## config.mk

```make
export PLATFORM = sky130hd
export DESIGN_NAME = wb_arbiter
export DESIGN_NICKNAME = d
export VERILOG_FILES = /design/src/rtl/wb_arbiter.sv
export SDC_FILE = /design/constraint.sdc
export NUM_CORES = 1
export LEC_CHECK = 0
export BUFFER_PORTS_ARGS = -buffer_cell sky130_fd_sc_hd__buf_2
export CORE_ASPECT_RATIO = 1.2
export CORE_MARGIN = 2
export CORE_UTILIZATION = 45
export DETAILED_ROUTE_END_ITERATION = 10
export PLACE_DENSITY = 0.74
export SLEW_MARGIN = 20
export SYNTH_ARGS = -nofsm -noshare
export SYNTH_HDL_FRONTEND = slang
export SYNTH_SLANG_ARGS = --single-unit
```

## constraint.sdc

```tcl
create_clock -name clk -period 8.2 [get_ports clk]
set_input_delay 2.46 -clock clk [delete_from_list [all_inputs] [get_ports clk]]
set_output_delay 2.46 -clock clk [all_outputs]
set_load 0.01 [all_outputs]
```

## src/rtl/wb_arbiter.sv

```systemverilog
`default_nettype none
// ============================================================================
// Module   : wb_arbiter
// Brief    : Write-back arbiter for the register-file write port. The ALU has
//            priority over a buffered long-latency (LSU/MUL) path. Also keeps a
//            pending-write scoreboard that drives the decode busy flags.
// Options  : WB_FWD_EN adds FIFO-to-decode forwarding outputs.
// Revision : 1.0 - initial release
// ============================================================================
module wb_arbiter #(
    parameter int MXLEN = 64,
    parameter int DEPTH = 4
) (
    input  logic             clk,
    input  logic             rst,
    input  logic             alu_valid,
    input  logic [4:0]       alu_rd,
    input  logic [MXLEN-1:0] alu_data,
    input  logic             lsu_valid,
    output logic             lsu_ready,
    input  logic [4:0]       lsu_rd,
    input  logic [MXLEN-1:0] lsu_data,
    input  logic             issue_valid,
    input  logic [4:0]       issue_rd,
    output logic             issue_ready,
    input  logic [4:0]       qaddr1,
    input  logic [4:0]       qaddr2,
    output logic             busy1,
    output logic             busy2,
    output logic             we,
    output logic [4:0]       waddr,
    output logic [MXLEN-1:0] wdata
`ifdef WB_FWD_EN
    ,
    output logic             fwd_hit1,
    output logic [MXLEN-1:0] fwd_data1,
    output logic             fwd_hit2,
    output logic [MXLEN-1:0] fwd_data2
`endif
);

    localparam int AW = $clog2(DEPTH);
    localparam logic [AW:0] FULL_CNT = (AW+1)'(DEPTH);

    logic [MXLEN-1:0] fdata_q [DEPTH];
    logic [4:0]       frd_q   [DEPTH];
    logic [AW-1:0]    wptr_q, rptr_q;
    logic [AW:0]      count_q, count_d;
    logic [31:1]      pend_q, pend_d, set_vec, clr_vec;
    logic [31:0]      pend_ext;
    logic             we_q, wlong_q;
    logic [4:0]       waddr_q;
    logic [MXLEN-1:0] wdata_q;
    logic             full, alu_take, pop, push;

    assign full      = (count_q == FULL_CNT);
    assign lsu_ready = !full;
    assign alu_take  = alu_valid && (alu_rd != 5'd0);
    assign pop       = !alu_take && (count_q != '0);
    // x0 results complete the handshake but are never stored.
    assign push      = lsu_valid && !full && (lsu_rd != 5'd0);

    assign pend_ext    = {pend_q, 1'b0};
    assign issue_ready = !pend_ext[issue_rd];

    // A pending bit drops at the end of the cycle its long write is on the port.
    always_comb begin
        set_vec = '0;
        clr_vec = '0;
        for (int r = 1; r < 32; r++) begin
            set_vec[r] = issue_valid && issue_ready && (issue_rd == 5'(r));
            clr_vec[r] = wlong_q && (waddr_q == 5'(r));
        end
        pend_d = (pend_q & ~clr_vec) | set_vec;
    end

    always_comb begin
        case ({push, pop})
            2'b10:   count_d = count_q + (AW+1)'(1);
            2'b01:   count_d = count_q - (AW+1)'(1);
            default: count_d = count_q;
        endcase
    end

    always_ff @(posedge clk) begin
        if (push) begin
            fdata_q[wptr_q] <= lsu_data;
            frd_q[wptr_q]   <= lsu_rd;
        end
    end

    always_ff @(posedge clk or posedge rst) begin
        if (rst) begin
            wptr_q  <= '0;
            rptr_q  <= '0;
            count_q <= '0;
            pend_q  <= '0;
            we_q    <= 1'b0;
            wlong_q <= 1'b0;
            waddr_q <= 5'd0;
            wdata_q <= '0;
        end else begin
            count_q <= count_d;
            pend_q  <= pend_d;
            if (push) wptr_q <= wptr_q + AW'(1);
            if (pop)  rptr_q <= rptr_q + AW'(1);
            we_q    <= alu_take || pop;
            wlong_q <= pop;
            if (alu_take) begin
                waddr_q <= alu_rd;
                wdata_q <= alu_data;
            end else if (pop) begin
                waddr_q <= frd_q[rptr_q];
                wdata_q <= fdata_q[rptr_q];
            end else begin
                waddr_q <= 5'd0;
                wdata_q <= '0;
            end
        end
    end

    assign we    = we_q;
    assign waddr = waddr_q;
    assign wdata = wdata_q;

`ifdef WB_FWD_EN
    logic [AW-1:0] fidx;

    // Scan oldest to youngest so the youngest matching entry wins.
    always_comb begin
        fwd_hit1  = 1'b0;
        fwd_data1 = '0;
        fwd_hit2  = 1'b0;
        fwd_data2 = '0;
        fidx      = '0;
        for (int i = 0; i < DEPTH; i++) begin
            fidx = rptr_q + AW'(i);
            if ((AW+1)'(i) < count_q) begin
                if ((qaddr1 != 5'd0) && (frd_q[fidx] == qaddr1)) begin
                    fwd_hit1  = 1'b1;
                    fwd_data1 = fdata_q[fidx];
                end
                if ((qaddr2 != 5'd0) && (frd_q[fidx] == qaddr2)) begin
                    fwd_hit2  = 1'b1;
                    fwd_data2 = fdata_q[fidx];
                end
            end
        end
    end

    assign busy1 = pend_ext[qaddr1] && !fwd_hit1;
    assign busy2 = pend_ext[qaddr2] && !fwd_hit2;
`else
    assign busy1 = pend_ext[qaddr1];
    assign busy2 = pend_ext[qaddr2];
`endif

endmodule
`default_nettype wire

```

==> summary.md <==
Routability-driven placement finished with a final weighted congestion of 0.845. Sequential elements use 73.0% of the synthesized area. The initial antenna violation count is 8. The clock passes through at most 3 buffers.

By instance count, the leading cell after synthesis is sky130_fd_sc_hd__edfxtp_1. Of all cell types, the one taking the most synthesized area is sky130_fd_sc_hd__edfxtp_1. For met2 alone, demand over resource in global routing was 32.1%. Clock-pin slew was measured on the worst setup and hold paths at 0.06 ns. For the worst-case clock skew, the log shows 0.0228 ns. The die covers 35000 sq um. By area the synthesized netlist is led by sky130_fd_sc_hd__edfxtp_1 (55%), sky130_fd_sc_hd__dfrtp_1 (18%), sky130_fd_sc_hd__mux4_2 (13%), sky130_fd_sc_hd__a22o_1 (4.0%), sky130_fd_sc_hd__o21ai_0 (1.8%). In the final layout, the share of cells above drive strength 1 is 37.0%. Tracing the worst setup path back leads to its startpoint at issue_rd[0]. The first detailed-routing pass took 6 iterations. At the end of the flow, the number of nets in the layout was 1188.

Detailed placement ended at an HPWL of 21000 microns. The flow ran to the end, and the final reports show no timing, DRC or antenna violations. For the final routed database, the setup TNS stands at 0 ns.

During placement, the flow inserted port buffers numbering 231. The buffers inserted during post-CTS setup optimization is 0. The worst register-to-register path begins at count_q[0]. The number of enable-type register cells in the synthesized netlist is 276, and the met1 routing resource usage after global routing is 24.2%.

After global routing, the most crowded layer is met2. The logs give 33100 microns for the aggregate routed wire length and 4.29 ns for the signal arrival time at the worst endpoint. At the later pin of the worst-skew pair, clock insertion delay measures 0.54 ns.

The type of origin of the critical path is an input port. In this run the worst path has a maximum fanout of 26. The worst register-to-register path ends at fdata_q[0][6].

Path type of the worst setup path: in2out. The final route contains 8394 vias. After floorplanning, the core was divided into 73 placement rows. Subtracting the final worst setup slack from the clock period gives 6.75 ns. The count of nets left with antenna violations after detail routing came out at 0. The total count of hold-check failures in the final report came out at 0. Setup repair after global routing left no endpoint under its margin. In this run, CTS created clock tree buffers numbering 38. In this run, synthesis produced a sequential element count of 385. In this run the power density over the cells is 341 nW/um^2.

In this run the standard cell core region covers 33100 sq um. In the final routed layout, each cell accounts on average for 21.9 microns. In this run the static leakage power is 6.62 nW.

Global routing finished with a remaining overflow of 0. The number of global-route vias before repair is 8734. Flip-flop cell with the highest count after synthesis: sky130_fd_sc_hd__edfxtp_1. The critical path capture point type is an output port. In the synthesized netlist, the number of instances is 788. The hold buffer count at cts is 0. The logic depth of the worst register-to-register path is 6, and the worst hold margin is 0.498 ns. The tool flagged a number of max-cap violations equal to 0. The initial utilization of the core area, before any placement, comes to 45.6%. Maximum clock frequency: 0.148 GHz. After detailed routing, the number of remaining DRC violations is 0. TritonCTS built the clock tree.

The worst slack after detailed placement was 1.51 ns; the horizontal extent of the die was 171 microns. The slew at the pin closest to its max-slew limit came out at 1.09 ns. A synthesized cell averages 19.2 sq um. The tools report the number of levels in the clock H-tree as 2.

The layout has 2667 filler cells. The headroom to the max-slew limit was 27.6%. The proportion of synthesized flip-flops having asynchronous set or reset works out to 28.3%. Global routing used 19.1% of the available tracks. The number of cells after detailed placement came out at 1434.

The logs give 53.9% for the utilization after layout and 46 for the distinct cell type count after synthesis. The global-route wire length before repair came out at 50200 microns. Once routing completed, OpenROAD measured the worst setup slack at 1.45 ns. The share of the synthesized area in the top cell type was 54.9%. 232 I/O pins were placed. The tightest min-delay check is of the reg2reg type. After the first detailed-routing iteration, the DRC count stood at 526. In the global route stage, met3 resource usage came out at 5.02%. The finished layout holds 1510 standard cells, fillers aside. Setup violations remaining at the end of the flow were counted as 0. The highest ir drop seen on vdd was 0.000227 V; the post-synthesis instance area was 15100 sq um. The synthesis-to-layout area growth was 18.2%.

Post-CTS repair changed the size of 0 cells. Sorting the synthesized cells by how often they occur yields sky130_fd_sc_hd__edfxtp_1 (276), sky130_fd_sc_hd__dfrtp_1 (109), sky130_fd_sc_hd__mux4_2 (87), sky130_fd_sc_hd__a22o_1 (69), sky130_fd_sc_hd__o21ai_0 (55). During synthesis, Yosys emitted a total of 0 warnings.

Following the worst setup path forward leads to its endpoint at issue_ready. The register-to-register setup slack is 5.42 ns, and the overall die height is 205 microns. The root buffer cell chosen for the clock tree is sky130_fd_sc_hd__clkbuf_16. The tools report the worst endpoint required time as 5.74 ns. The average vias per placed instance is 5.56, and the count of final max-slew check failures is 0. Entering global routing, the biggest net connects 71 pins. The logs give 952 for the synthesized netlist net count and 385 for the number of sinks on the clock net. After layout, the worst path uses 82.3% of the clock period.
==> placed cells by master (no fill, tap or decap), types with 5 or more instances in the layout <==
cell / instances
sky130_fd_sc_hd__a22o_1: 69
sky130_fd_sc_hd__buf_2: 231
sky130_fd_sc_hd__buf_4: 7
sky130_fd_sc_hd__clkbuf_1: 10
sky130_fd_sc_hd__clkbuf_16: 39
sky130_fd_sc_hd__clkinv_1: 10
sky130_fd_sc_hd__dfrtp_1: 107
sky130_fd_sc_hd__diode_2: 6
sky130_fd_sc_hd__edfxtp_1: 276
sky130_fd_sc_hd__ha_1: 5
sky130_fd_sc_hd__inv_1: 8
sky130_fd_sc_hd__mux2i_1: 9
sky130_fd_sc_hd__mux4_2: 87
sky130_fd_sc_hd__nand2_1: 18
sky130_fd_sc_hd__nand2b_1: 14
sky130_fd_sc_hd__nand3_1: 11
sky130_fd_sc_hd__nand3b_1: 6
sky130_fd_sc_hd__nor2_1: 12
sky130_fd_sc_hd__nor2b_1: 5
sky130_fd_sc_hd__o21ai_0: 55
sky130_fd_sc_hd__o21ai_1: 7
==> final cells by class <==
class	instances	area, sq um	share of cell area (%)
clock buffers	52	1050	5.91
clock inverters	18	125	0.702
multi-input cells	352	3810	21.3
inverters	9	36.3	0.203
repair buffers	238	1210	6.78
diodes	6	15.0	0.0842
well taps	450	563	3.16
flip-flops and latches	385	11000	61.8
==> critical path, stage by stage <==
cell and delay [ns]:
sky130_fd_sc_hd__buf_2 0.42, sky130_fd_sc_hd__mux4_2 0.56, sky130_fd_sc_hd__or3_1 0.40, sky130_fd_sc_hd__a21oi_1 0.16, sky130_fd_sc_hd__or3_1 0.14, sky130_fd_sc_hd__buf_2 0.13
==> flip-flops by register name (all words and copies together) (netlist names) <==
register and count:
wlong_q 1, fdata_q 256, waddr 5, count_q 3, frd_q 20, we 1
rptr_q 2, wptr_q 2, pend_q 31, wdata 64
==> report_power, final <==
| part | switching (mW) | total, mW | internal [mW] |
|---|---|---|---|
| combinational | 0.720 | 1.48 | 0.756 |
| sequential | 0.348 | 2.96 | 2.61 |
| clock | 0.702 | 1.64 | 0.938 |
==> through the flow <==
stage               power (mW)  instance area (sq um)
floorplan                 3.94                  15100
detailed placement        4.50                  16600
CTS                       6.15                  17800
global route              6.39                  17800
finish                    6.07                  17800
global placement          4.47                  16600
==> routing by layer <==
layer	part of all wire, %	vias to the layer above
met3	7.2	73
met2	50	299
met1	40	4326
met4	2.8	8
met5	0.17	-
li1	-	3688
==> cells by family after synthesis <==
logic type                 share of synthesized area (%)
DFF                                                 73.0
muxes                                               14.0
adders and majority gates                          0.547
xor gates and xnor gates                           0.348
buffers and inverters                               1.91
AOI/OAI and AO/OA                                   7.00
and+or+nand+nor                                     3.18
==> worst min-delay path by stage <==
stage,slack [ns],end,startpoint,cells past startpoint
after CTS,0.50,count_q[2],count_q[2],1
final,0.50,count_q[2],count_q[2],1
after global placement,0.48,count_q[0],count_q[0],1
after detailed placement,0.49,count_q[2],count_q[2],1
after global routing,0.51,count_q[2],count_q[2],1
after floorplan,0.46,count_q[2],count_q[2],1
Power figures use the tool's default switching activity.
